$ cat config.mk
export PLATFORM = sky130hd
export DESIGN_NAME = line_window3
export DESIGN_NICKNAME = d
export VERILOG_FILES = /design/src/rtl/line_window3.sv
export SDC_FILE = /design/constraint.sdc
export NUM_CORES = 2
export LEC_CHECK = 0
export CORE_MARGIN = 5
export CORE_UTILIZATION = 55
export CTS_CLUSTER_DIAMETER = 30
export DETAILED_ROUTE_END_ITERATION = 7
export GPL_TIMING_DRIVEN = 0
export PLACE_DENSITY = 0.73
export SETUP_SLACK_MARGIN = 0.2
export SLEW_MARGIN = 40
export SYNTH_ARGS = -nofsm -noshare
export SYNTH_HDL_FRONTEND = slang
export SYNTH_SLANG_ARGS = --single-unit
export TNS_END_PERCENT = 50
$ cat constraint.sdc
create_clock -name i_clk -period 36.6 [get_ports i_clk]
set_input_delay 5.49 -clock i_clk [delete_from_list [all_inputs] [get_ports i_clk]]
set_output_delay 5.49 -clock i_clk [all_outputs]
set_load 0.02 [all_outputs]
$ cat src/rtl/line_window3.sv
// line_window3: 3x3 sliding-window generator for a raster pixel stream.
// Each 30-bit pixel carries three 10-bit channels. Two line buffers hold
// the previous two rows, a 3x3 shift array per channel forms the window,
// and one output register with valid/ready handshake presents it.
// Optional build macro LINE_WINDOW3_STRIDE2_EN: emit only the windows
// whose top-left corner lies on even row and column offsets (stride 2).
module line_window3 #(
  parameter int IMG_W = 32,
  parameter int IMG_H = 32
) (
  input  logic        i_clk,
  input  logic        i_rst,
  input  logic        i_valid,
  input  logic [29:0] i_data,
  output logic        o_ready,
  output logic        o_valid,
  input  logic        i_ready,
  output logic [89:0] o_busData0,
  output logic [89:0] o_busData1,
  output logic [89:0] o_busData2,
  output logic        o_last
);

  localparam int CW = $clog2(IMG_W);
  localparam int RW = $clog2(IMG_H);
  localparam logic [CW-1:0] COL_MAX = CW'(IMG_W - 1);
  localparam logic [RW-1:0] ROW_MAX = RW'(IMG_H - 1);

`ifdef LINE_WINDOW3_STRIDE2_EN
  // Bottom-right pixel of the final stride-2 window in the frame.
  localparam logic [CW-1:0] LAST_COL = CW'(2 + ((IMG_W - 3) / 2) * 2);
  localparam logic [RW-1:0] LAST_ROW = RW'(2 + ((IMG_H - 3) / 2) * 2);
`else
  localparam logic [CW-1:0] LAST_COL = COL_MAX;
  localparam logic [RW-1:0] LAST_ROW = ROW_MAX;
`endif

  logic [CW-1:0] col;
  logic [RW-1:0] row;

  // line1 holds row r-1, line2 holds row r-2, indexed by column.
  logic [29:0] line1 [IMG_W];
  logic [29:0] line2 [IMG_W];
  logic [29:0] up1;
  logic [29:0] up2;

  // win[i][j]: i = window row (0 oldest), j = window column (0 leftmost).
  logic [29:0] win [3][3];
  logic [29:0] nxt [3][3];
  logic [89:0] bus_next [3];

  logic accept;
  logic emit;
  logic is_last;

  assign o_ready = !o_valid || i_ready;
  assign accept  = i_valid && o_ready;
  assign up1     = line1[col];
  assign up2     = line2[col];

`ifdef LINE_WINDOW3_STRIDE2_EN
  // (r-2) and (c-2) even is the same as r and c even.
  assign emit = accept && (row >= RW'(2)) && (col >= CW'(2)) && !row[0] && !col[0];
`else
  assign emit = accept && (row >= RW'(2)) && (col >= CW'(2));
`endif
  assign is_last = (row == LAST_ROW) && (col == LAST_COL);

  // Window as it will look once the current pixel's column is shifted in.
  always_comb begin
    // NOTE: every combinational output gets a default first so no path
    // leaves it unassigned, which would otherwise infer a latch.
    for (int i = 0; i < 3; i++) begin
      for (int j = 0; j < 3; j++) begin
        nxt[i][j] = '0;
      end
    end
    for (int i = 0; i < 3; i++) begin
      nxt[i][0] = win[i][1];
      nxt[i][1] = win[i][2];
    end
    nxt[0][2] = up2;
    nxt[1][2] = up1;
    nxt[2][2] = i_data;
  end

  // Pack the next window per channel: tap k = row*3+col.
  always_comb begin
    for (int ch = 0; ch < 3; ch++) begin
      bus_next[ch] = '0;
    end
    for (int ch = 0; ch < 3; ch++) begin
      for (int i = 0; i < 3; i++) begin
        for (int j = 0; j < 3; j++) begin
          bus_next[ch][10*(i*3+j) +: 10] = nxt[i][j][10*ch +: 10];
        end
      end
    end
  end

  // Raster position of the next pixel to be accepted.
  always_ff @(posedge i_clk or posedge i_rst) begin
    // NOTE: sequential state uses non-blocking assignments so every register
    // samples pre-edge values regardless of statement order.
    if (i_rst) begin
      col <= '0;
      row <= '0;
    end else if (accept) begin
      if (col == COL_MAX) begin
        col <= '0;
        row <= (row == ROW_MAX) ? '0 : row + RW'(1);
      end else begin
        col <= col + CW'(1);
      end
    end
  end

  // Line buffers: push the column down one row per accepted pixel.
  always_ff @(posedge i_clk) begin
    // NOTE: no reset on the line memories; rows r-1/r-2 are only read into an
    // emitted window once this frame has overwritten them, so stale content
    // never escapes and the arrays can map onto plain RAM.
    if (accept) begin
      line2[col] <= line1[col];
      line1[col] <= i_data;
    end
  end

  // Window shift array: move one column left per accepted pixel.
  always_ff @(posedge i_clk or posedge i_rst) begin
    if (i_rst) begin
      for (int i = 0; i < 3; i++) begin
        for (int j = 0; j < 3; j++) begin
          win[i][j] <= '0;
        end
      end
    end else if (accept) begin
      for (int i = 0; i < 3; i++) begin
        for (int j = 0; j < 3; j++) begin
          win[i][j] <= nxt[i][j];
        end
      end
    end
  end

  // Output register: load on an emitting accept, drop valid once consumed.
  always_ff @(posedge i_clk or posedge i_rst) begin
    if (i_rst) begin
      o_valid    <= 1'b0;
      o_last     <= 1'b0;
      o_busData0 <= '0;
      o_busData1 <= '0;
      o_busData2 <= '0;
    end else if (emit) begin
      o_valid    <= 1'b1;
      o_last     <= is_last;
      o_busData0 <= bus_next[0];
      o_busData1 <= bus_next[1];
      o_busData2 <= bus_next[2];
    end else if (i_ready) begin
      o_valid <= 1'b0;
      o_last  <= 1'b0;
    end
  end

endmodule

==> impl_metrics.csv <==
group,metric,value,unit
outcome,outcome,"finished clean",
routing,dr.pass1.iters,8,
routing,antenna_left,0,
routing,drtIter0Drc,7621,
layout,nFillCells,9813,
clocking,root_buffer,"clkbuf_16",
synthesis,ys_seq_area_frac,0.7625,
timing,grt_setup_unrepaired,"false",
worst_hold_path,hold_class,"flip-flop to flip-flop",
critical_path,cp_max_fo,5,
global_route,antenna_found_initial,10,
synthesis,async_reset_ff_frac,0.1940,
timing,final_hold_viol_count,0,
global_route,grt_overflow,0,
synthesis,synth_cell_types,41,
global_route,grt_pass1_wl,390.5,mm
timing,holdWs,465.8,ps
timing,fin_crit_sh,0.3357,
clocking,htree_levels,5,
critical_path,cp_slowest_cell,"clkdlybuf4s50_1",
routing,wl,276.0,mm
timing,setup_viol,0,
die,row_count,149,
critical_path,cp_num_buf_inv,2,
placed_design,gp_congestion,0.8555,
synthesis,syn_inst,5174,
synthesis,yosys_warnings,0,
clocking,cts.clk_slew.worst_paths,50,ps
synthesis,synth_top_flop_cell,"edfxtp_1",
layout,nets,6165,
clocking,clock_latency,1010,ps
timing,tightest_slew,990.0,ps
synthesis,synth_area,0.09077,mm²
die,ioPinCount,307,
global_route,track_usage,0.3135,
critical_path,arrival,6800,ps
routing,routed_via_density,6.330,
timing,final_max_slew_viol_count,0,
timing,final.setup.tns,0,ps
placed_design,hpwl,180.4,mm
die,die_x,416.3,µm
pwr,ir_worst_vdd,0.07516,mV
critical_path,crit_path_cell_trace,"clkdlybuf4s50_1, nand2b_1, clkdlybuf4s50_1",
critical_path,cp-end-kind,"output pin",
synthesis,syn-num-nets,5216,
pwr,power.total,0.01044,W
layout,drive_gt1_frac,0.2276,
critical_path,critPathMaxStageDelay,640,ps
clocking,post-cts-setup-buffers,0,
layout,stdcell_count,8680,
critical_path,worstSetupPathType,"primary input to output pin",
die,fp.dieArea,0.1733,mm²
pwr,p_per_area,90.76,mW/mm²
clocking,cts_buffers,436,
pwr,power_leakage,42.56,nW
layout,regArea,0.06922,mm²
clocking,cts_hold_buf,0,
placed_design,placed_cells,7874,
die,die_h,416.3,µm
timing,slew_headroom,0.3400,
critical_path,crit_family,"buffers and inverters",
synthesis,avgSynthCellArea,17.54,µm²
global_route,grt_max_degree,82,
placed_design,port_buffers,306,
clocking,clock_sinks,2382,
routing,drc,0,
layout,area_growth,26.77,%
synthesis,ys_ff_latch,2382,
layout,multi_input_comb_area,0.02022,mm²
clocking,cts.repair.resized,0,
clocking,clockBufferDepth,4,
timing,fin_crit,12290,ps
critical_path,crit_top_cell,"clkdlybuf4s50_1",
clocking,cts_tree,"done",
timing,fin_skew,99.29,ps
die,core,0.1646,mm²
die,initial_core_util,0.5514,
placed_design,dp_worst_setup_slack,24290,ps
critical_path,required,31110,ps
job,drv_cap,0,
routing,routedWlPerCell,31.80,µm
timing,max_freq,81.39,MHz
synthesis,synth-edff-count,1920,
critical_path,start_kind,"primary input",
routing,num_vias,54940,
global_route,grt_pass1_vias,55980,
timing,setup_slack,24310,ps
-- cell type report --
cell class                 count  area share
sequential                  2382      0.6015
multi-input combinational   2487      0.1757
clock buffer                 505     0.09912
timing repair buffer         511     0.05436
clock inverter               295     0.03089
tap                         2189     0.02380
buffer                       297     0.01419
inverter                       8   0.0003262
antenna                        6   0.0001305
-- synth_stat cells, drive strengths merged, types with 9 or more instances --
cell type  instances  area share
a31oi             60      0.0041
buf              239       0.015
clkbuf            58      0.0024
dfrtp            462        0.13
edfxtp          1920        0.64
mux2             272       0.034
mux2i            960        0.11
nand2            437       0.019
nand3              9     0.00050
nor2              89      0.0037
nor4             120       0.012
o22ai            480       0.035
-- through the flow --
step           area [µm²]  utilization
2_1_floorplan       90770            -
3_3_place_gp        96570       0.5867
3_5_place_dp       100100       0.6079
4_1_cts            115000       0.6988
5_1_grt            115100       0.6990
6_report           115100       0.6991
-- routing by layer --
layer,wire (µm),track usage
met3,29840,0.08205
met5,13,0
met4,20150,0.1904
met2,130800,0.5016
met1,95210,0.3853
-- cell usage in the layout, fill, tap and decap left out, types with 25 or more instances in the layout --
cell             count
a31oi_1             60
buf_16              68
buf_2              246
buf_4               71
buf_8               46
bufinv_16           68
clkbuf_1            88
clkbuf_16          441
clkdlybuf4s50_1    276
clkinv_1            48
clkinv_2            67
clkinvlp_4          44
dfrtp_1            462
edfxtp_1          1920
inv_6               31
mux2_1             148
mux2_2             124
mux2i_1            960
nand2_1            407
nand2_2             26
nor2_1              66
nor4_1              53
nor4_2              66
o22ai_1            455
o22ai_2             25
-- state kept, by name, indices dropped and copies added, names as in the netlist --
register,flops
line1,960
bus_next,180
line2,960
row,5
col,5
o_valid,1
o_busData2,90
o_busData1,90
o_busData0,90
o_last,1
-- cells by family (layout without fill, tap and decap cells) --
logic type / count (synthesis) / in the layout / synth area share
flip-flops: 2382 / 2382 / 0.7625
AND/OR/NAND/NOR: 695 / 695 / 0.03912
AO/OA/AOI/OAI: 552 / 552 / 0.03966
multiplexers: 1232 / 1232 / 0.1396
other: 0 / 6 / 0
adder cells (fa/ha/maj): 8 / 8 / 0.001103
buffers and inverters: 305 / 1616 / 0.01799
-- worst min-delay path, cell delays in order (launching register included) --
cell and delay (ps):
dfrtp_1 330, nand2_1 50, nand2_1 50
-- final timing paths --
path	from	slack [ps]	end	depth (start not counted)
min	bus_next[216]	470	bus_next[216]	2
max	i_ready	24310	o_ready	3
min in group asynchronous	i_rst	4890	o_busData1[51]	2
max in group asynchronous	i_rst	30120	o_busData1[81]	5
min reg2reg	bus_next[216]	470	bus_next[216]	2
max reg2reg	o_valid	31870	line1[20][2]	12
-- where the power goes --
group	total [W]	internal, W	switching (W)	leakage [nW]
logic	0.00260	0.000858	0.00174	12.5
clock network	0.00407	0.00271	0.00136	7.22
registers	0.00378	0.00360	0.000179	22.9
total	0.0104	0.00717	0.00328	42.6
No activity file was read; power rests on OpenSTA's default activity.
